File: src/rtl/mouse_paddle.sv
// rtl/mouse_paddle.sv - PS/2 mouse packets accumulated into a signed analog joystick axis pair
// Two-stage pipeline (latch/shift, then clamp/accumulate); analog joystick or CPU halt drops back to joystick mode.
module mouse_paddle #(
    parameter int STEP_MAX    = 10,
    parameter int IDLE_CYCLES = 28000000,
    parameter bit INVERT_Y    = 1'b0
) (
    input  logic        clk_sys,
    input  logic        reset,
    input  logic [24:0] ps2_mouse,
    input  logic [15:0] joya,
    input  logic        cpu_halt,
    input  logic [1:0]  sens,
    output logic [7:0]  ax,
    output logic [7:0]  ay,
    output logic [1:0]  btn,
    output logic        active
);

    typedef enum logic {ST_JOY, ST_MOUSE} state_t;

    localparam int IW = (IDLE_CYCLES > 1) ? $clog2(IDLE_CYCLES + 1) : 1;
    localparam logic [IW:0] IDLE_LIM = (IW+1)'(IDLE_CYCLES);
    localparam logic signed [9:0] STEP_POS = 10'(STEP_MAX);
    localparam logic signed [9:0] STEP_NEG = -STEP_POS;

    state_t state, next_state;
    logic                strobe_q;
    logic                v1;
    logic signed [8:0]   dx1, dy1;
    logic [1:0]          btn1, btn_q;
    logic signed [7:0]   acc_x, acc_y;
    logic [IW-1:0]       idle_cnt;

    logic signed [8:0] raw_dx, raw_dy;
    logic pkt_event, blocked, timeout, kill;

    assign raw_dx    = {ps2_mouse[4], ps2_mouse[15:8]};
    assign raw_dy    = {ps2_mouse[5], ps2_mouse[23:16]};
    assign pkt_event = ps2_mouse[24] ^ strobe_q;
    assign blocked   = (joya != '0) || cpu_halt;
    // Timeout fires on the edge where the counter would reach the limit.
    assign timeout   = (IDLE_CYCLES > 0) && (state == ST_MOUSE) &&
                       (({1'b0, idle_cnt} + (IW+1)'(1)) >= IDLE_LIM);
    assign kill      = blocked || timeout;

    function automatic logic signed [7:0] accum(input logic signed [7:0] acc,
                                                input logic signed [8:0] d,
                                                input logic neg);
        logic signed [9:0] inc;
        logic signed [9:0] sum;
        logic signed [7:0] res;
        inc = {d[8], d};
        if (inc > STEP_POS)
            inc = STEP_POS;
        else if (inc < STEP_NEG)
            inc = STEP_NEG;
        if (neg)
            inc = -inc;
        sum = {{2{acc[7]}}, acc} + inc;
        if (sum > 10'sd127)
            res = 8'h7F;
        else if (sum < -10'sd128)
            res = 8'h80;
        else
            res = sum[7:0];
        return res;
    endfunction

    // Unreset on purpose: clocking through reset tracks the strobe so release sees no event.
    always_ff @(posedge clk_sys)
        strobe_q <= ps2_mouse[24];

    always_ff @(posedge clk_sys or posedge reset) begin
        if (reset) begin
            v1       <= 1'b0;
            dx1      <= '0;
            dy1      <= '0;
            btn1     <= '0;
            btn_q    <= '0;
            acc_x    <= '0;
            acc_y    <= '0;
            idle_cnt <= '0;
        end else begin
            if (kill) begin
                v1   <= 1'b0;
                dx1  <= '0;
                dy1  <= '0;
                btn1 <= '0;
            end else begin
                v1 <= pkt_event;
                if (pkt_event) begin
                    dx1  <= raw_dx >>> sens;
                    dy1  <= raw_dy >>> sens;
                    btn1 <= ps2_mouse[1:0];
                end
            end

            if (kill) begin
                acc_x <= '0;
                acc_y <= '0;
                btn_q <= '0;
            end else if (v1) begin
                acc_x <= accum(acc_x, dx1, 1'b0);
                acc_y <= accum(acc_y, dy1, INVERT_Y);
                btn_q <= btn1;
            end

            if (pkt_event || !(state == ST_MOUSE || v1))
                idle_cnt <= '0;
            else if ({1'b0, idle_cnt} < IDLE_LIM)
                idle_cnt <= idle_cnt + IW'(1);
        end
    end

    always_ff @(posedge clk_sys or posedge reset) begin
        if (reset)
            state <= ST_JOY;
        else
            state <= next_state;
    end

    always_comb begin
        next_state = state;
        if (kill)
            next_state = ST_JOY;
        else if (v1)
            next_state = ST_MOUSE;
    end

    always_comb begin
        active = (state == ST_MOUSE);
        ax     = joya[7:0];
        ay     = joya[15:8];
        btn    = 2'b00;
        if (active) begin
            ax  = acc_x;
            ay  = acc_y;
            btn = btn_q;
        end
    end

endmodule
File: config.mk
export PLATFORM = sky130hd
export DESIGN_NAME = mouse_paddle
export DESIGN_NICKNAME = d
export VERILOG_FILES = /design/src/rtl/mouse_paddle.sv
export SDC_FILE = /design/constraint.sdc
export NUM_CORES = 1
export LEC_CHECK = 0
export ABC_AREA = 1
export CAP_MARGIN = 30
export CORE_MARGIN = 2
export CORE_UTILIZATION = 44
export DETAILED_ROUTE_END_ITERATION = 16
export DONT_BUFFER_PORTS = 1
export GPL_TIMING_DRIVEN = 1
export SKIP_LAST_GASP = 1
export SYNTH_ARGS = -nofsm -noshare
export SYNTH_HDL_FRONTEND = slang
export SYNTH_SLANG_ARGS = --single-unit
export TNS_END_PERCENT = 100
File: constraint.sdc
create_clock -name clk_sys -period 7.6 [get_ports clk_sys]
set_input_delay 1.9 -clock clk_sys [delete_from_list [all_inputs] [get_ports clk_sys]]
set_output_delay 1.9 -clock clk_sys [all_outputs]
set_load 0.005 [all_outputs]
== After elaboration in Yosys (flattened, before gate mapping) ==
Cells that the tools add are included.

* Bits in registers: 66

* $add $sub $neg: 4
* $lt $le $gt $ge: 10
* Shift-type cells: 2
* Muxes and demuxes: 32
* Bitwise logic cells: 1
* Reduce and logical (&&, ||, !) cells: 10

{| class="wikitable"
|+ Operators with widths
! cell !! count
|-
| two-way mux 10 bit || 8
|-
| two-way mux 8 bit || 10
|-
| two-way mux 25 bit || 2
|-
| two-way mux 9 bit || 4
|-
| adder 25 x 1 -> 26 bit (second input constant) || 1
|-
| >= comparator 26 x 25 -> 1 bit (second input constant) || 1
|-
| adder 25 x 1 -> 25 bit (second input constant) || 1
|-
| less-than comparator 25 bit (second input constant) || 1
|-
| adder 10 bit || 2
|-
| > comparator 10 x 8 -> 1 bit (second input constant) || 2
|-
| less-than comparator 10 x 8 -> 1 bit (second input constant) || 2
|-
| > comparator 9 x 5 -> 1 bit (second input constant) || 2
|-
| less-than comparator 9 x 5 -> 1 bit (second input constant) || 2
|-
| >>> shifter 9 x 2 -> 9 bit || 2
|-
| nonzero test 16 bit || 1
|-
| two-way mux 2 bit || 5
|-
| nonzero test 2 bit || 3
|-
| logical OR 1 bit || 4
|-
| two-way mux 1 bit || 3
|-
| logical AND 1 bit || 1
|-
| logical NOT 1 bit || 1
|-
| XOR 1 bit || 1
|}

== Depth between registers and ports, before layout ==
Gate-level depths: netlist (run 1).

* Word-level depth: 11
* Gate-level depth with buffers: 22
* Mapped depth without buffers: 22

== Least setup slack after synthesis (run 1) ==
No wires, ideal clock.

* Path kind: input to output
* Start: in joya[1]
* End: out ax[1]
* Data arrival time: 2028 ps
* Required time: 5700 ps
* Setup slack: 3672 ps
* Cell stages on the path: 2
* Cell sequence: nand2_1 > o21ai_0

* Word-level cells in the longest chain between the ends: 1

{| class="wikitable"
|+ Ends and longest elaborated chain
! item !! line !! RTL
|-
| from (decl) || 11 || <nowiki>input logic [15:0] joya,</nowiki>
|-
| two-way mux 8 bit || 136 || <nowiki>if (active) begin</nowiki>
|-
| to (decl) || 14 || <nowiki>output logic [7:0] ax,</nowiki>
|}

Every way passes these cells.

== Worst setup path in the final report (run 1) ==
Ends and elaborated chain as after synthesis.

==> run summary, run 1 <==
Vias -> 4710
Flop pwr share -> 42.2%
Unrepaired setup endpoints after global routing -> false
Slew HR -> 44.5%
Vias per cell -> 5.22
R2R cell count -> 20
Status -> complete, no violations
Multi-input logic area -> 0.00305 mm^2
Clock share of power -> 54.4%
Fmax -> 0.252 GHz
RD Place Congestion -> 0.867
Total track usage -> 20.6%
Vias in the first global route -> 4586
TritonCTS clock tree -> done
Hold Path Sink -> btn1[1]
Peak VDD IR -> 0.105 mV
Worst min path class -> reg -> reg
Crit-path max FO -> 2
Setup Skew -> 0.00948 ns
Placement row count -> 39
Dpl hpwl -> 9.37 mm
Post-route ant nets -> 0
Syn nets -> 830
Synthesized area per cell -> 6.73 um^2
TritonRoute pass-1 iters -> 4
Final critical-path required period -> 3.97 ns
Max Cap Violations -> 0
Largest net degree at the start of global routing -> 66
Top delay family on crit path -> compound AO/OA/AOI/OAI gates
Pre-CTS setup slack -> 3.61 ns
Power Total -> 0.835 mW
Fin. max-slew vios -> 0
FF/Latch Area -> 0.00165 mm^2
Post-CTS Resized -> 0
Chip width -> 112 um
Hold path startpoint -> btn1[1]
Proportion of layout cells with a drive suffix above 1 -> 5.13%
Port bufs -> 0
Total CTS buffers -> 9
Comb pwr share -> 3.5%
Post-CTS Hold Fix Bufs -> 0
Area growth, synth to finish -> 8.13%
Placed cells -> 888
Period utilisation layout -> 52.3%
Core Box Area -> 0.0114 mm^2
Setup violators final -> 0
Initial antenna violation count -> 0
Hold Crit Depth -> 2
GR Overflow Total -> 0
Crit path launch type -> input pin
CTS Root Cell -> clkbuf_16
Post-Syn Instances -> 760
PnR worst setup slack -> 3.63 ns
Drt total wl -> 12.3 mm
FF-to-FF Start -> dy1[7]
Worst-margin pin slew -> 0.832 ns
Crit end category -> output pin
Sequential share of the synthesized area -> 32.2%
Worst-path clk slew -> 0.05 ns
Max stage delay on crit path -> 0.14 ns
Worst Path Arrival -> 2.07 ns
Synth Warn # -> 0
Bufs on Longest Clock Path -> 2
First-pass GRT wire length -> 21.1 mm
Crit-path cells -> nand2_1 -> o21ai_0
Leakage power -> 2.73 nW
Switching pwr -> 0.171 mW
Switching share of power -> 20.4%
Cell Count, Final, Fillers Out -> 903
Slowest cell on crit path -> o21ai_0
DRC viols -> 0
Htree depth -> 3
Critical path class -> in -> out
PD cells -> 151 mW/mm^2
Buf+Inv Stages, Crit Path -> 0
R2R setup slack -> 4.03 ns
Diode count -> 0
Final hold violations -> 0
Setup_tns -> 0 ns
# clock sinks -> 66
Routed WL per cell -> 13.6 um
Initial DRC Count -> 318
Postcts setup bufs -> 0
Syn Std Cell Area -> 0.00511 mm^2
Clk_lat worst skew -> 0.33 ns
Fillcell total -> 1131
Boundary pin count -> 65
Int Pwr -> 0.664 mW
Worst reg2reg path endpoint -> acc_y[5]
Height of the chip -> 112 um
#FFs+latches synth -> 66
Count of different cell masters after synthesis -> 42
Nets -> 826
Req. time, crit path -> 5.70 ns
Starting Density -> 45.0%
Die area -> 0.0125 mm^2
[worst max path at each step]
stage,from,to,slack [ns],cells past startpoint
after global placement,joya[1],ax[1],3.64,2
after floorplan,joya[1],ax[1],3.67,2
after detailed placement,ps2_mouse[24],idle_cnt[0],3.61,6
after CTS,active,ax[1],3.59,2
after global routing,active,ax[1],3.48,2
final,joya[1],ax[1],3.63,2
[cell usage in the layout, fill, tap and decap left out, types with 3 or more instances in the layout]
cell       instances
nor4_1             7
nand4_1           19
nand3_1           25
nor2_4             4
nand2_1          275
inv_1             81
o311ai_0           3
nor2_1            78
xor2_1            22
a21oi_1           25
dfrtp_1           65
o22ai_1            8
mux2i_1            4
nor2_2             5
nor2_8             3
ha_1              22
o21ai_0           58
nor3_1             9
a31oi_1            3
clkbuf_16          9
o21bai_1           3
[registers in the layout, indices dropped and copies added, names as in the netlist]
| name | cells |
|---|---|
| v1 | 1 |
| idle_cnt | 25 |
| btn1 | 2 |
| active | 1 |
| acc_x | 8 |
| dx1 | 9 |
| dy1 | 9 |
| btn_q | 2 |
| acc_y | 8 |
| strobe_q | 1 |
[power groups by stage]
stage                     registers (mW)  clock network [mW]  logic (mW)
after CTS                          0.352               0.465      0.0303
final                              0.352               0.454      0.0290
after detailed placement           0.358                   0      0.0302
after global routing               0.352               0.478      0.0346
after floorplan                    0.358                   0      0.0266
after global placement             0.358                   0      0.0298
[cell families (layout without fill, tap and decap cells)]
kind of cell	count (synthesis)	count (layout)	share of synthesized area (%)
muxes	6	6	1.22
AOI/OAI and AO/OA	104	104	11.1
adders and majority gates	24	24	6.17
xor gates and xnor gates	24	24	4.11
DFF	66	66	32.2
and+or+nand+nor	436	436	37.2
buffers and inverters	100	100	8.03
[cell type report]
cell class	count	area share, %
Clock inverter	2	1.09
Timing Repair Buffer	2	0.272
Clock buffer	13	4.71
Sequential cell	66	29.8
Multi-Input combinational cell	594	55.3
Inverter	83	5.64
Tap cell	143	3.24
[cell usage after synthesis, drive strengths merged]
| cell type | n | area share, % |
|---|---|---|
| nand2 | 279 | 21 |
| nor2 | 90 | 8.4 |
| inv | 82 | 6.0 |
| dfrtp | 65 | 32 |
| o21ai | 58 | 5.7 |
| a21oi | 26 | 2.6 |
| nand3 | 26 | 2.6 |
| ha | 22 | 5.4 |
| xor2 | 22 | 3.8 |
| nand4 | 19 | 2.3 |
| clkbuf | 11 | 0.81 |
| nor3 | 9 | 0.88 |
| o22ai | 8 | 0.98 |
| nor4 | 7 | 0.86 |
| buf | 6 | 1.1 |
| mux2i | 4 | 0.78 |
| a31oi | 3 | 0.37 |
| o21bai | 3 | 0.44 |
| o311ai | 3 | 0.51 |
| fa | 2 | 0.78 |
| mux2 | 2 | 0.44 |
| nor3b | 2 | 0.39 |
| or2 | 2 | 0.24 |
| xnor2 | 2 | 0.34 |
| a211oi | 1 | 0.15 |
| a21o | 1 | 0.15 |
| and2 | 1 | 0.12 |
| clkinv | 1 | 0.073 |
| dfxtp | 1 | 0.39 |
| nand3b | 1 | 0.15 |
| o211a | 1 | 0.20 |
[metrics by stage]
stage | area, um^2 | hold WS [ns] | utilization [%]
floorplan | 5110 | 0.442 | -
global placement | 5210 | 0.455 | 45.8
detailed placement | 5210 | 0.460 | 45.8
CTS | 5530 | 0.474 | 48.6
global route | 5530 | 0.510 | 48.6
finish | 5530 | 0.469 | 48.6
[layer usage]
metal | routed length (um) | track usage, %
met4 | 203 | 6.67
met5 | 0 | 0
met3 | 589 | 4.84
met2 | 5890 | 35.8
met1 | 5610 | 25.2
(Power assumes the default switching activity.)
==> run 2: changes to the inputs <==
- clock period: 7.6 -> 3.3 ns (I/O delays scaled with it)
==> run 2 against run 1 <==
Compared with the run above:
- worst setup slack lost 3.4 ns
- critical path type is now reg -> reg
- combinational power grew 140%
- clock power rose by 140%
- final cell count grew 2.3%
- die area unchanged
- routed wire length rose by 0.79%
- critical path depth is 17 higher
- total power rose by 140%
- flip-flop and latch count unchanged
- design area is 4.7% higher
- non-clock buffer count grew 20
- clock-buffer cell count shrank 3
==> run summary, run 2 (synthesis results as in run 1) <==
Final hold violations -> 0
Hold Worst Slack -> 0.481 ns
Pre-CTS setup slack -> -0.000517 ns
Post-route cell area -> 0.00579 mm^2
Max reg flops -> 25
Crit end category -> flip-flop
Final critical-path required period -> 3.08 ns
Status -> complete, no violations
Power Total -> 1.99 mW
Most flop-heavy register -> idle_cnt
Req. time, crit path -> 3.55 ns
Crit-path cells -> nand2_1 -> a21oi_1 -> nand4_1 -> ha_4 -> inv_1 -> nand2_1 -> nor2_1 -> ha_1 -> inv_1 -> fa_1 -> o21ai_2 -> nand2_1 -> o311ai_0 -> xor2_1 -> nor2_1 -> nor2_2 -> buf_4 -> nor2_1 -> o21ai_0
Max stage delay on crit path -> 0.41 ns
Htree depth -> 3
Most frequent cells in the layout -> nand2_1, inv_1, nor2_1
Vias -> 4819
Routed WL per cell -> 13.4 um
Bufs on Longest Clock Path -> 2
Top delay family on crit path -> adder cells
Cell Count, Final, Fillers Out -> 924
Initial DRC Count -> 253
Dpl hpwl -> 9.42 mm
Largest net degree at the start of global routing -> 66
Setup violators final -> 0
TritonCTS clock tree -> done
First-pass GRT wire length -> 21.0 mm
Fmax -> 0.324 GHz
Starting Density -> 45.0%
Total CTS buffers -> 9
Worst-margin pin slew -> 0.836 ns
Fillcell total -> 1106
Period utilisation layout -> 93.5%
Port bufs -> 0
Clk_lat worst skew -> 0.33 ns
Boundary pin count -> 65
# clock sinks -> 66
Worst min path class -> reg -> reg
Total track usage -> 20.6%
Most common cell after layout, fill and taps aside -> nand2_1
Die area -> 0.0125 mm^2
CTS Root Cell -> clkbuf_16
Area growth, synth to finish -> 13.2%
Diode count -> 0
Height of the chip -> 112 um
Biggest regs -> idle_cnt x25, dx1 x9, dy1 x9
Core Box Area -> 0.0114 mm^2
Critical path class -> reg -> reg
R2R setup slack -> 0.22 ns
Vias in the first global route -> 4681
PnR worst setup slack -> 0.216 ns
Crit-path max FO -> 4
Fin util -> 50.9%
Nets -> 846
Worst Path Arrival -> 3.33 ns
Placed cells -> 901
Proportion of layout cells with a drive suffix above 1 -> 10.2%
Buf+Inv Stages, Crit Path -> 3
Peak VDD IR -> 0.281 mV
Placed cell areas -> 0.00530 mm^2
Fin. max-slew vios -> 0
GR Overflow Total -> 0
Setup Skew -> 0.00483 ns
Setup_tns -> 0 ns
Drt total wl -> 12.4 mm
Leakage power -> 2.86 nW
Post-route ant nets -> 0
FF/Latch Area -> 0.00165 mm^2
DRC viols -> 0
Initial antenna violation count -> 0
Slew HR -> 44.3%
Chip width -> 112 um
Multi-input logic area -> 0.00314 mm^2
RD Place Congestion -> 0.879
TritonRoute pass-1 iters -> 5
Crit path launch type -> flip-flop
Worst-path clk slew -> 0.06 ns
Vias per cell -> 5.22
Max Cap Violations -> 0
Slowest cell on crit path -> fa_1
Placement row count -> 39
PD cells -> 344 mW/mm^2
-- run 2: cell types whose count changed in the layout (fill, tap and decap cells not counted), sizes merged --
cell and change:
clkbuf -3, clkinvlp +1, buf +20, bufinv +1, clkinv +2
-- run 2: metal layers --
layer / up-vias / GRT usage, % / part of all wire (%)
li1: 2486 / - / -
met5: - / 0 / 0
met4: 0 / 6.26 / 1.4
met1: 2228 / 24.3 / 44
met3: 15 / 6.04 / 4.3
met2: 90 / 36.1 / 51
-- run 2: report_power, final --
| part | switching [mW] | internal, mW | leakage [nW] | total [mW] |
|---|---|---|---|---|
| registers | 0.000249 | 0.810 | 0.917 | 0.810 |
| logic | 0.0468 | 0.0220 | 1.78 | 0.0689 |
| clock network | 0.370 | 0.741 | 0.163 | 1.11 |
| total | 0.417 | 1.57 | 2.86 | 1.99 |
-- run 2: timing repair --
item                       4_1_cts  5_1_grt
pin swaps                        0       13
setup endpoints to repair        2       14
gates resized for setup          1       31
hold buffers                     0        0
buffers inserted                 0        7
cloned                           0        0
-- run 2: area by class of cell --
| class | instances | share of cell area (%) |
|---|---|---|
| multi-input combinational | 594 | 54.3 |
| sequential | 66 | 28.5 |
| inverter | 83 | 5.38 |
| clock buffer | 10 | 3.96 |
| tap | 143 | 3.09 |
| timing repair buffer | 22 | 2.85 |
| clock inverter | 6 | 1.99 |
-- run 2: final timing paths --
kind / from / end / cells past startpoint
max: dy1[2] / acc_y[0] / 19
min: btn_q[1] / btn_q[1] / 2
max reg2reg: dy1[2] / acc_y[0] / 19
min reg2reg: btn_q[1] / btn_q[1] / 2
max in group asynchronous: reset / idle_cnt[17] / 2
min in group asynchronous: reset / idle_cnt[4] / 2
-- run 2: tightest hold or removal path, cell delays in order, from the launching register on --
cell and delay [ns]:
dfrtp_1 0.35, nand2_1 0.06, nand2_1 0.05
==> run 3: changes to the inputs <==
- CAP_MARGIN: 30 -> 20
==> results of run 3 <==
No change in the layout: final DEF, timing and power equal those of run 2.
